===== src/rtl/fetch_queue.sv =====
// Instruction fetcher with one outstanding request feeding an in-order queue of DEPTH entries.
// Optional macro FETCH_QUEUE_BYPASS_EN: a response arriving at an empty queue is presented the same cycle.
module fetch_queue #(
    parameter int unsigned DEPTH    = 4,
    parameter logic [31:0] RESET_PC = 32'h0
) (
    input  logic        clk,
    input  logic        reset,
    output logic        fetch_req,
    output logic [31:0] fetch_adr,
    input  logic        mem_grant,
    input  logic        mem_valid,
    input  logic [31:0] mem_rdata,
    input  logic        redirect,
    input  logic [31:0] redirect_pc,
    input  logic        deq,
    output logic [31:0] instr,
    output logic [31:0] instr_pc,
    output logic [31:0] instr_pc_plus_4,
    output logic        instr_valid
);
    localparam int AW = $clog2(DEPTH);
    localparam int CW = AW + 1;
    localparam logic [CW:0]   DEPTH_W = (CW+1)'(DEPTH);
    localparam logic [CW-1:0] FULL    = CW'(DEPTH);

    logic [31:0]   fetch_pc;
    logic [31:0]   pend_pc;
    logic          outstanding;
    logic          discard;
    logic [AW-1:0] head;
    logic [AW-1:0] tail;
    logic [CW-1:0] count;
    logic [31:0]   word_q [DEPTH];
    logic [31:0]   pc_q   [DEPTH];

    logic [CW:0] occ;
    logic        empty;
    logic        accept;
    logic        resp;
    logic        bypass;
    logic        push;
    logic        pop;

    assign empty     = (count == '0);
    assign occ       = {1'b0, count} + {{CW{1'b0}}, outstanding};
    // Gated by reset so no request is presented while the block is held in reset.
    assign fetch_req = reset & ~redirect & (occ < DEPTH_W) & ~outstanding;
    assign fetch_adr = fetch_pc;
    assign accept    = fetch_req & mem_grant;
    assign resp      = mem_valid & outstanding & ~discard;

`ifdef FETCH_QUEUE_BYPASS_EN
    assign bypass = empty & resp & ~redirect;
`else
    assign bypass = 1'b0;
`endif

    assign instr_valid = ~empty | bypass;
    assign pop         = ~empty & deq & ~redirect;
    // A bypassed word consumed in the same cycle never enters storage.
    assign push        = resp & ~redirect & ~(bypass & deq);

    always_comb begin
        instr           = '0;
        instr_pc        = '0;
        instr_pc_plus_4 = '0;
        if (!empty) begin
            instr           = word_q[head];
            instr_pc        = pc_q[head];
            instr_pc_plus_4 = pc_q[head] + 32'd4;
        end else if (bypass) begin
            instr           = mem_rdata;
            instr_pc        = pend_pc;
            instr_pc_plus_4 = pend_pc + 32'd4;
        end
    end

    always_ff @(posedge clk or negedge reset) begin
        if (!reset) begin
            fetch_pc    <= RESET_PC;
            pend_pc     <= '0;
            outstanding <= 1'b0;
            discard     <= 1'b0;
            head        <= '0;
            tail        <= '0;
            count       <= '0;
        end else begin
            if (redirect)    fetch_pc <= redirect_pc;
            else if (accept) fetch_pc <= fetch_pc + 32'd4;

            if (accept) pend_pc <= fetch_pc;

            if (accept)         outstanding <= 1'b1;
            else if (mem_valid) outstanding <= 1'b0;

            // A response landing in the redirect cycle is dropped there, so no discard is needed.
            if (mem_valid & outstanding)     discard <= 1'b0;
            else if (redirect & outstanding) discard <= 1'b1;

            if (redirect) begin
                head  <= '0;
                tail  <= '0;
                count <= '0;
            end else begin
                if (push) tail <= tail + AW'(1);
                if (pop)  head <= head + AW'(1);
                case ({push, pop})
                    2'b10:   count <= count + CW'(1);
                    2'b01:   count <= count - CW'(1);
                    default: count <= count;
                endcase
            end
        end
    end

    always_ff @(posedge clk) begin
        if (push) begin
            word_q[tail] <= mem_rdata;
            pc_q[tail]   <= pend_pc;
        end
    end

    always_ff @(posedge clk) begin
        if (reset) assert (!(push && count == FULL));
    end

endmodule


===== config.mk =====
export PLATFORM = sky130hd
export DESIGN_NAME = fetch_queue
export DESIGN_NICKNAME = d
export VERILOG_FILES = /design/src/rtl/fetch_queue.sv
export SDC_FILE = /design/constraint.sdc
export NUM_CORES = 1
export LEC_CHECK = 0
export ABC_AREA = 1
export BUFFER_PORTS_ARGS = -buffer_cell sky130_fd_sc_hd__buf_4
export CORE_MARGIN = 10
export CORE_UTILIZATION = 52
export DETAILED_ROUTE_END_ITERATION = 8
export PLACE_DENSITY = 0.82
export SKIP_CTS_REPAIR_TIMING = 1
export SYNTH_ARGS = -nofsm -noshare
export SYNTH_HDL_FRONTEND = slang
export SYNTH_SLANG_ARGS = --single-unit

===== constraint.sdc =====
create_clock -name clk -period 3.85 [get_ports clk]
set_clock_uncertainty 0.15 [all_clocks]
set_input_delay 0.77 -clock clk [delete_from_list [all_inputs] [get_ports clk]]
set_output_delay 0.77 -clock clk [all_outputs]
set_load 0.02 [all_outputs]

==> flow_summary.json <==
{
  "h-tree-depth": 2,
  "p_leak_nw": 7.666,
  "wire_per_inst_um": 19.07,
  "drt_wl_total_mm": 42.51,
  "yosys-top-cells-area": "edfxtp_1, dfrtp_1, nand2_1",
  "r2r_cells": 11,
  "final_nets": 1895,
  "synth_fa_ha_area_share_pct": 0.6259,
  "vias_per_cell": 5.579,
  "cp_max_fo": 18,
  "cts_tree": "done",
  "syn2layout_area_growth_pct": 21.04,
  "tightest_slew_ns": 0.7403,
  "synth.cell_area_um2": 15190,
  "synth_cell_types": 37,
  "port_buffers": 199,
  "drt_first_pass_iters": 5,
  "ioPinCount": 200,
  "synth_top_family_by_area": "simple AND/OR/NAND/NOR gates",
  "clock_path_buffers": 3,
  "slew_viol_final": 0,
  "clk-insertion-delay-late_ns": 0.51,
  "vdd_ir_drop_max_mv": 0.3922,
  "hold_violations": 0,
  "clk_pin_slew_worst_paths_ns": 0.07,
  "status": "finished, final reports clean",
  "grt_max_degree": 70,
  "place_congestion": 0.9217,
  "max_freq_mhz": 269.7,
  "synth_compound_area_share_pct": 7.634,
  "min_period_ns": 3.708,
  "total_power_mw": 12.30,
  "cts_buffers": 35,
  "postRouteAntennaNets": 0,
  "finalSetupViolCount": 0,
  "die_h_um": 190.9,
  "synth_fp_nets": 1703,
  "syn_inst": 1626,
  "clockRootBuffer": "clkbuf_16",
  "cp-end-kind": "primary output",
  "grt_pass1_wl_mm": 64.69,
  "synth_flop_cell": "edfxtp_1",
  "core-area_um2": 28780,
  "startpoint_type": "flip-flop",
  "rrSetupSlack_ns": 1.40,
  "row_count": 62,
  "crit_chain": "inv_6 > buf_12 > nand2_1 > nand3_1 > nand2_1 > nor2_1 > nand2_1 > nor2_1 > nand3_1 > nand2_1 > nand2_1 > nor2_1 > buf_4",
  "cp_slowest_cell": "dfrtp_4",
  "rr_endpoint": "count[2]",
  "die_area_um2": 36450,
  "synth-seq-cells": 329,
  "grt-ovfl-total": 0,
  "grt_pass1_vias": 12050,
  "crit_type": "reg -> out",
  "required_ns": 2.93,
  "synthXorXnorAreaFrac_pct": 0.5188,
  "synth_area_leader_cell": "edfxtp_1",
  "p_per_area_nw_per_um2": 668.9,
  "synth_edf_count": 256,
  "drtIter0Drc": 1409,
  "synth.avg_cell_area_um2": 9.344,
  "final_common_cell": "nand2_1",
  "start_util_pct": 52.79,
  "die_x_um": 190.9,
  "vias": 12440,
  "synth_top_area_share_pct": 50.60,
  "fin_crit_sh_pct": 96.31,
  "critPathLaunch": "head[0]",
  "crit_end": "instr_pc_plus_4[23]",
  "grt_usage_pct": 22.17,
  "layout_common_cells": "nand2_1, nor2_1, edfxtp_1",
  "max_slew_margin_pct": 50.65,
  "hold_class": "in -> async",
  "antennaDiodeCount": 0,
  "fillCellCount": 2192,
  "dpl.hpwl_mm": 28.03,
  "drive_gt1_share_pct": 17.24,
  "worst_path_most_repeated_cell": "nand2_1",
  "antenna_found_initial": 0,
  "synthArstFlopShare_pct": 22.19,
  "synth.area.mux_share_pct": 0,
  "hold_slack_ns": 0.02835,
  "drv_cap": 0,
  "yosys_warnings": 0,
  "yosys.area_share.simple_pct": 23.87,
  "reg2reg_from": "count[2]",
  "yosysSeqAreaShare_pct": 62.62,
  "max_stage_delay_ns": 0.53,
  "clkSinkCount": 329,
  "worstPathArrival_ns": 2.79,
  "drcViolationCount": 0
}
sequential cells by signal, summed over array words and instances (netlist names):
register and count:
count 3, discard 1, fetch_adr 32, head 2, outstanding 1, pc_q 128
pend_pc 32, tail 2, word_q 128
stage by stage:
| stage | setup TNS, ns | cells | util (%) | instance area, um^2 | setup WS [ns] |
|---|---|---|---|---|---|
| finish | 0 | 2229 | 63.90 | 18390 | 0.1419 |
| global placement | 0 | 2160 | 59.36 | 17080 | 0.5024 |
| global route | -0.03758 | 2229 | 63.90 | 18390 | -0.01904 |
| detailed placement | 0 | 2160 | 59.36 | 17080 | 0.4512 |
| CTS | -0.4883 | 2224 | 63.12 | 18160 | -0.1096 |
| floorplan | -146.82 | 1626 | - | 15190 | -0.5735 |
power breakdown:
part | switching [mW] | internal, mW
registers | 0.333 | 4.23
clock network | 1.36 | 1.79
logic | 3.04 | 1.55
Yosys cell counts, types with 2 or more instances:
cell	n
o21a_1	3
a21oi_1	55
nand2_1	479
buf_4	8
inv_2	2
clkbuf_1	33
and2_1	2
buf_6	5
nand2_2	4
nand3b_1	5
nor4_1	3
nor3_1	15
inv_1	85
nand3_1	96
ha_1	6
o2111ai_1	2
o31ai_1	3
o21ai_0	131
o211ai_1	8
nor2_2	8
nor2_1	275
edfxtp_1	256
buf_1	10
a31oi_1	5
o22ai_1	2
buf_2	19
dfrtp_1	73
o221ai_1	5
xor2_1	8
nand4_1	13
logic make-up (layout without fill, tap and decap cells):
kind of cell,Yosys count,count (layout)
adders and majority gates,7,7
buffers and inverters,164,383
DFF,329,329
and+or+nand+nor,901,901
xor gates and xnor gates,9,9
AOI/OAI and AO/OA,216,216
how the worst min path moves through the flow:
stage                     startpoint            end  slack (ns)  cells past startpoint
final                          reset  fetch_adr[25]        0.03                      1
after global routing           reset  fetch_adr[24]        0.05                      1
after detailed placement     discard        discard        0.34                      2
after global placement       discard        discard        0.33                      2
after floorplan              discard        discard        0.31                      2
after CTS                      reset  fetch_adr[23]        0.03                      1
worst max-delay path, delay by kind of cell (launching register included):
family	cells	cell delay, ns
buf+inv	3	0.51
flops	1	0.53
simple gates	10	1.24
metal layers:
metal | track usage [%] | share of wire, % | vias up
met2 | 35.99 | 48 | 650
met4 | 8.025 | 2.9 | 0
li1 | - | - | 5842
met3 | 3.462 | 8.8 | 85
met1 | 29.65 | 40 | 5858
met5 | 0 | 0 | -
area by class of cell:
| cell class | count | area [um^2] | share of cell area (%) |
|---|---|---|---|
| flip-flops and latches | 329 | 9519 | 51.76 |
| multi-input cells | 1133 | 5049 | 27.45 |
| inverters | 88 | 337.8 | 1.837 |
| clock inverters | 20 | 118.9 | 0.6463 |
| repair buffers | 231 | 1923 | 10.46 |
| clock buffers | 44 | 962.2 | 5.232 |
| well taps | 384 | 480.5 | 2.613 |
Power figures use the tool's default switching activity.
